--- config.mk ---
export PLATFORM = sky130hd
export DESIGN_NAME = ahb_slave_ctrl
export DESIGN_NICKNAME = d
export VERILOG_FILES = /design/src/rtl/ahb_lite_pkg.sv /design/src/rtl/ahb_slv_addr_check.sv /design/src/rtl/ahb_slave_ctrl.sv
export SDC_FILE = /design/constraint.sdc
export NUM_CORES = 1
export LEC_CHECK = 0
export ABC_AREA = 1
export CORE_MARGIN = 8
export CORE_UTILIZATION = 39
export DETAILED_ROUTE_END_ITERATION = 12
export GPL_ROUTABILITY_DRIVEN = 0
export HOLD_SLACK_MARGIN = 0.06
export PLACE_DENSITY = 0.95
export SYNTH_ARGS = -nofsm -noshare
export SYNTH_HDL_FRONTEND = slang
export SYNTH_HIERARCHICAL = 1
export SYNTH_SLANG_ARGS = --single-unit
--- constraint.sdc ---
create_clock -name HCLK -period 2.43 [get_ports HCLK]
set_input_delay 0.243 -clock HCLK [delete_from_list [all_inputs] [get_ports HCLK]]
set_output_delay 0.243 -clock HCLK [all_outputs]
set_load 0.05 [all_outputs]
--- src/rtl/ahb_lite_pkg.sv ---
// ahb_lite_pkg: shared AHB-Lite encodings and slave state constants
package ahb_lite_pkg;
    localparam logic [1:0] HTRANS_IDLE   = 2'b00;
    localparam logic [1:0] HTRANS_BUSY   = 2'b01;
    localparam logic [1:0] HTRANS_NONSEQ = 2'b10;
    localparam logic [1:0] HTRANS_SEQ    = 2'b11;
    localparam logic [2:0] HSIZE_BYTE    = 3'd0;
    localparam logic [2:0] HSIZE_HALF    = 3'd1;
    localparam logic [2:0] HSIZE_WORD    = 3'd2;
    localparam logic       HRESP_OKAY    = 1'b0;
    localparam logic       HRESP_ERROR   = 1'b1;
    typedef logic [2:0] slv_state_t;
    localparam slv_state_t ST_IDLE   = 3'd0;
    localparam slv_state_t ST_ACCESS = 3'd1;
    localparam slv_state_t ST_DONE   = 3'd2;
    localparam slv_state_t ST_ERR1   = 3'd3;
    localparam slv_state_t ST_ERR2   = 3'd4;
endpackage

--- src/rtl/ahb_slv_addr_check.sv ---
// ahb_slv_addr_check: flags a beat legal when HSIZE is at most a word and the address is naturally aligned
import ahb_lite_pkg::*;
module ahb_slv_addr_check (
    input  logic [1:0] addr_lo,
    input  logic [2:0] size,
    output logic       legal
);
    assign legal = (size == HSIZE_BYTE) ||
                   (size == HSIZE_HALF && !addr_lo[0]) ||
                   (size == HSIZE_WORD && addr_lo == 2'b00);
endmodule

--- src/rtl/ahb_slave_ctrl.sv ---
// ahb_slave_ctrl: AHB-Lite responder turning each beat into a req/ack transaction; AHB_SLV_TIMEOUT_EN adds an ack timeout
import ahb_lite_pkg::*;
module ahb_slave_ctrl #(
    parameter int ADDR_W         = 32,
    parameter int DATA_W         = 32,
    parameter int TIMEOUT_CYCLES = 255
) (
    input  logic              HCLK,
    input  logic              HRESET,
    input  logic              HSEL,
    input  logic [ADDR_W-1:0] HADDR,
    input  logic [1:0]        HTRANS,
    input  logic              HWRITE,
    input  logic [2:0]        HSIZE,
    input  logic [DATA_W-1:0] HWDATA,
    input  logic              HREADY,
    output logic [DATA_W-1:0] HRDATA,
    output logic              HREADYOUT,
    output logic              HRESP,
    output logic              req,
    output logic              req_write,
    output logic [2:0]        req_size,
    output logic [ADDR_W-1:0] req_addr,
    output logic [DATA_W-1:0] req_wdata,
    input  logic              ack,
    input  logic              ack_err,
    input  logic [DATA_W-1:0] rdata
);
    slv_state_t state, state_nxt;
    logic legal, sample, timeout;
    ahb_slv_addr_check u_chk (
        .addr_lo(HADDR[1:0]),
        .size   (HSIZE),
        .legal  (legal)
    );
    assign HREADYOUT = (state == ST_IDLE) || (state == ST_DONE) || (state == ST_ERR2);
    assign HRESP     = (state == ST_ERR1 || state == ST_ERR2) ? HRESP_ERROR : HRESP_OKAY;
    assign req       = (state == ST_ACCESS);
    assign req_wdata = HWDATA;
    assign sample    = HREADYOUT && HSEL && HREADY &&
                       (HTRANS == HTRANS_NONSEQ || HTRANS == HTRANS_SEQ);
`ifdef AHB_SLV_TIMEOUT_EN
    localparam int CNT_W = $clog2(TIMEOUT_CYCLES + 1);
    logic [CNT_W-1:0] cnt;
    // count ACCESS cycles, restarting from zero on every entry
    always_ff @(posedge HCLK) begin
        if (HRESET || state != ST_ACCESS) cnt <= '0;
        else                               cnt <= cnt + 1'b1;
    end
    assign timeout = req && (cnt == CNT_W'(TIMEOUT_CYCLES - 1));
`else
    assign timeout = 1'b0;
`endif
    // next state: ACCESS waits for ack, error response is always ERR1 then ERR2
    always_comb begin
        state_nxt = (state == ST_ACCESS) ? (ack ? (ack_err ? ST_ERR1 : ST_DONE) : (timeout ? ST_ERR1 : ST_ACCESS)) :
                    (state == ST_ERR1)   ? ST_ERR2 :
                    sample               ? (legal ? ST_ACCESS : ST_ERR1) : ST_IDLE;
    end
    // state, captured address phase and read data
    always_ff @(posedge HCLK) begin
        if (HRESET) begin
            state     <= ST_IDLE;
            req_addr  <= '0;
            req_write <= 1'b0;
            req_size  <= 3'd0;
            HRDATA    <= '0;
        end else begin
            state <= state_nxt;
            if (sample && legal) begin
                req_addr  <= HADDR;
                req_write <= HWRITE;
                req_size  <= HSIZE;
            end
            if (req && ack && !ack_err && !req_write) HRDATA <= rdata;
        end
    end
endmodule

==> results_dict.tcl <==
set metrics [dict create \
    cts_sinks 71 \
    pin_count 211 \
    die_area_sq_um 11540 \
    status "finished, final reports clean" \
    synth_compound_area_share_pct 6.296 \
    clockBufferDepth 2 \
    seq_area_frac_synth_pct 43.61 \
    min_period_over_period_pct 85.79 \
    crit_chain "inv_2, nor2_2, nand2_1, nand2_1, clkdlybuf4s50_1" \
    ant_nets 0 \
    cp_common_cell "nand2_1" \
    fin_crit_ns 2.085 \
    n_fill_cell 700 \
    clk_pin_slew_worst_paths_ns 0.09 \
    drc 0 \
    syn_inst 439 \
    hold_ws_ns 0.4640 \
    slew_violations 0 \
    power_density_nw_per_um2 547.4 \
    cp.required_ns 2.19 \
    tns_ns 0 \
    htree_num_levels 3 \
    clock_latency_ns 0.34 \
    synth_cell_types 20 \
    yosysTopAreaCellShare_pct 43.61 \
    via_count 3274 \
    post-dp-hpwl_um 7581 \
    grt_pass1_wl_um 15620 \
    syn_area_sq_um 3259 \
    fmax_mhz 479.7 \
    power_uw 2583 \
    cap_violations 0 \
    min_path_cells 2 \
    slew_headroom_pct 32.00 \
    die_x_um 107.4 \
    nets 650 \
    cp-start-kind "flip-flop" \
    hold_viol 0 \
    synth_top_cell_by_area "dfxtp_1" \
    cts_hold_buffers 0 \
    r2r-start "req_write" \
    io_buffers 145 \
    initialDrtViolationCount 129 \
    min_to "req_addr[2]" \
    setup_viol 0 \
    syn_to_final_growth_pct 44.76 \
    synthTopCellsByArea "dfxtp_1, nand4_1, nand2_1" \
    path_class "reg -> out" \
    ys_seq_elements 71 \
    combPwrFrac_pct 15.1 \
    r2r-end "HRDATA[17]" \
    grt_max_degree 37 \
    detail_route.wl_per_cell_um 15.39 \
    endpoint_kind "primary output" \
    post-cts-setup-buffers 0 \
    num_rows 33 \
    ctsResizeCount 0 \
    synth_top_family_by_area "simple AND/OR/NAND/NOR gates" \
    placed_cell_area_sq_um 4508 \
    drive_above_1_share_pct 7.326 \
    synthXorXnorAreaFrac_pct 0 \
    grt-ovfl-total 0 \
    fin_area_sq_um 4718 \
    synth.net_count 547 \
    internal_power_uw 1934 \
    synthAdderAreaFrac_pct 0 \
    drt_wl_total_um 10020 \
    r2r_setup_slack_ns 0.86 \
    yosys_warnings 6 \
    crit_path_max_fanout 3 \
    p_leak_uw 0.001827 \
    peakVddDrop_mv 0.4294 \
    max_stage_delay_ns 0.82 \
    root_buffer "clkbuf_8" \
    skew_ns 0.02024 \
    p_switching_uw 648.7 \
    ff_latch_area_sq_um 1421 \
    rr_worst_depth 4 \
    min_from "req_addr[2]" \
    clkPwrFrac_pct 38.6 \
    synthSimpleGateAreaFrac_pct 31.82 \
    slowest_stage "clkdlybuf4s50_1" \
    rsz0062_at_grt "false" \
    worst_slew_pin_slew_ns 1.019 \
    synthMuxAreaShare_pct 0 \
    fp.dieH_um 107.4 \
    p_seq_share_pct 46.3 \
    track_usage_pct 16.56 \
    hold_path_class "reg -> reg" \
    grt_pass1_vias 3274 \
    diodes 0 \
    cts_tree "yes" \
    initial_core_util_pct 39.87 \
    swShare_pct 25.11 \
    fin_util_pct 57.71 \
    synth.avg_cell_area_sq_um 7.425 \
    antenna_found_initial 0 \
    cp.arrival_ns 1.84 \
    dr.pass1.iters 4 \
    numCtsBuffers 9 \
    core_region_area_sq_um 8175 \
    via_per_inst 5.029 \
    multi_input_area_sq_um 1242 \
]
==> state kept, by name (all words and copies together), names as in the netlist <==
register   count
HRDATA        32
req_write      1
req_size       3
state          3
req_addr      32
==> routing by layer <==
| metal | share of wire [%] | vias to the layer above | GRT usage [%] |
|---|---|---|---|
| met5 | 0 | - | 0 |
| met4 | 3.5 | 0 | 9.713 |
| met3 | 11 | 40 | 7.186 |
| met2 | 47 | 140 | 27.85 |
| met1 | 39 | 1495 | 16.80 |
| li1 | - | 1599 | - |
==> cells by family (layout without fill, tap and decap cells) <==
family | Yosys count | in the layout
AO/OA/AOI/OAI | 39 | 39
buffers and inverters | 108 | 215
flip-flops | 71 | 71
AND/OR/NAND/NOR | 221 | 221
==> cells in the final DEF (no fill, tap or decap), types with 2 or more instances in the layout <==
cell type,n
a21oi_1,36
nor2_4,2
nand4_1,67
a21oi_2,2
nand2_1,77
clkbuf_8,9
inv_1,39
buf_4,12
nor2_2,3
dfxtp_1,71
bufinv_16,2
nand3_1,2
clkinv_2,2
clkdlybuf4s50_1,144
inv_2,3
nor2_1,68
==> worst max path at each step <==
stage / startpoint / end / cells past startpoint
floorplan: req_write / HRDATA[10] / 5
global placement: HSIZE[0] / req_write / 9
detailed placement: HSIZE[0] / req_addr[15] / 8
CTS: state[0] / HRESP / 5
global route: state[0] / HRESP / 5
finish: state[0] / HRESP / 5
==> power by group through the flow <==
stage	Clock (uW)	Combinational, uW	Sequential [uW]
finish	998	390	1190
global route	1080	417	1200
CTS	1030	391	1190
detailed placement	0	390	1220
global placement	0	383	1220
floorplan	0	275	1290
==> final cells by class <==
class,instances,share of cell area [%]
Clock inverter,6,1.830
Sequential cell,71,30.12
Multi-Input combinational cell,260,26.33
Tap cell,105,2.784
Inverter,43,3.421
Clock buffer,9,2.625
Timing Repair Buffer,157,32.88
==> metrics by stage <==
step,cells,worst slack [ns]
after floorplan,439,1.057
after global placement,636,0.6301
after detailed placement,636,0.6038
after CTS,651,0.3044
after global routing,651,0.1934
final,651,0.3452
==> Yosys cell counts, drive strengths merged <==
library cell,instances
clkinv,1
buf,56
clkbuf,9
inv,42
nand2,77
nor2,73
o21a,1
a21oi,38
nand3,3
nand4,68
dfxtp,71
==> worst max-delay path: cells and delay by family (launching register included) <==
family | cells | cell delay [ns]
buffers and inverters | 2 | 0.88
flip-flops | 1 | 0.38
AND/OR/NAND/NOR | 3 | 0.26
No activity file was read; power rests on OpenSTA's default activity.
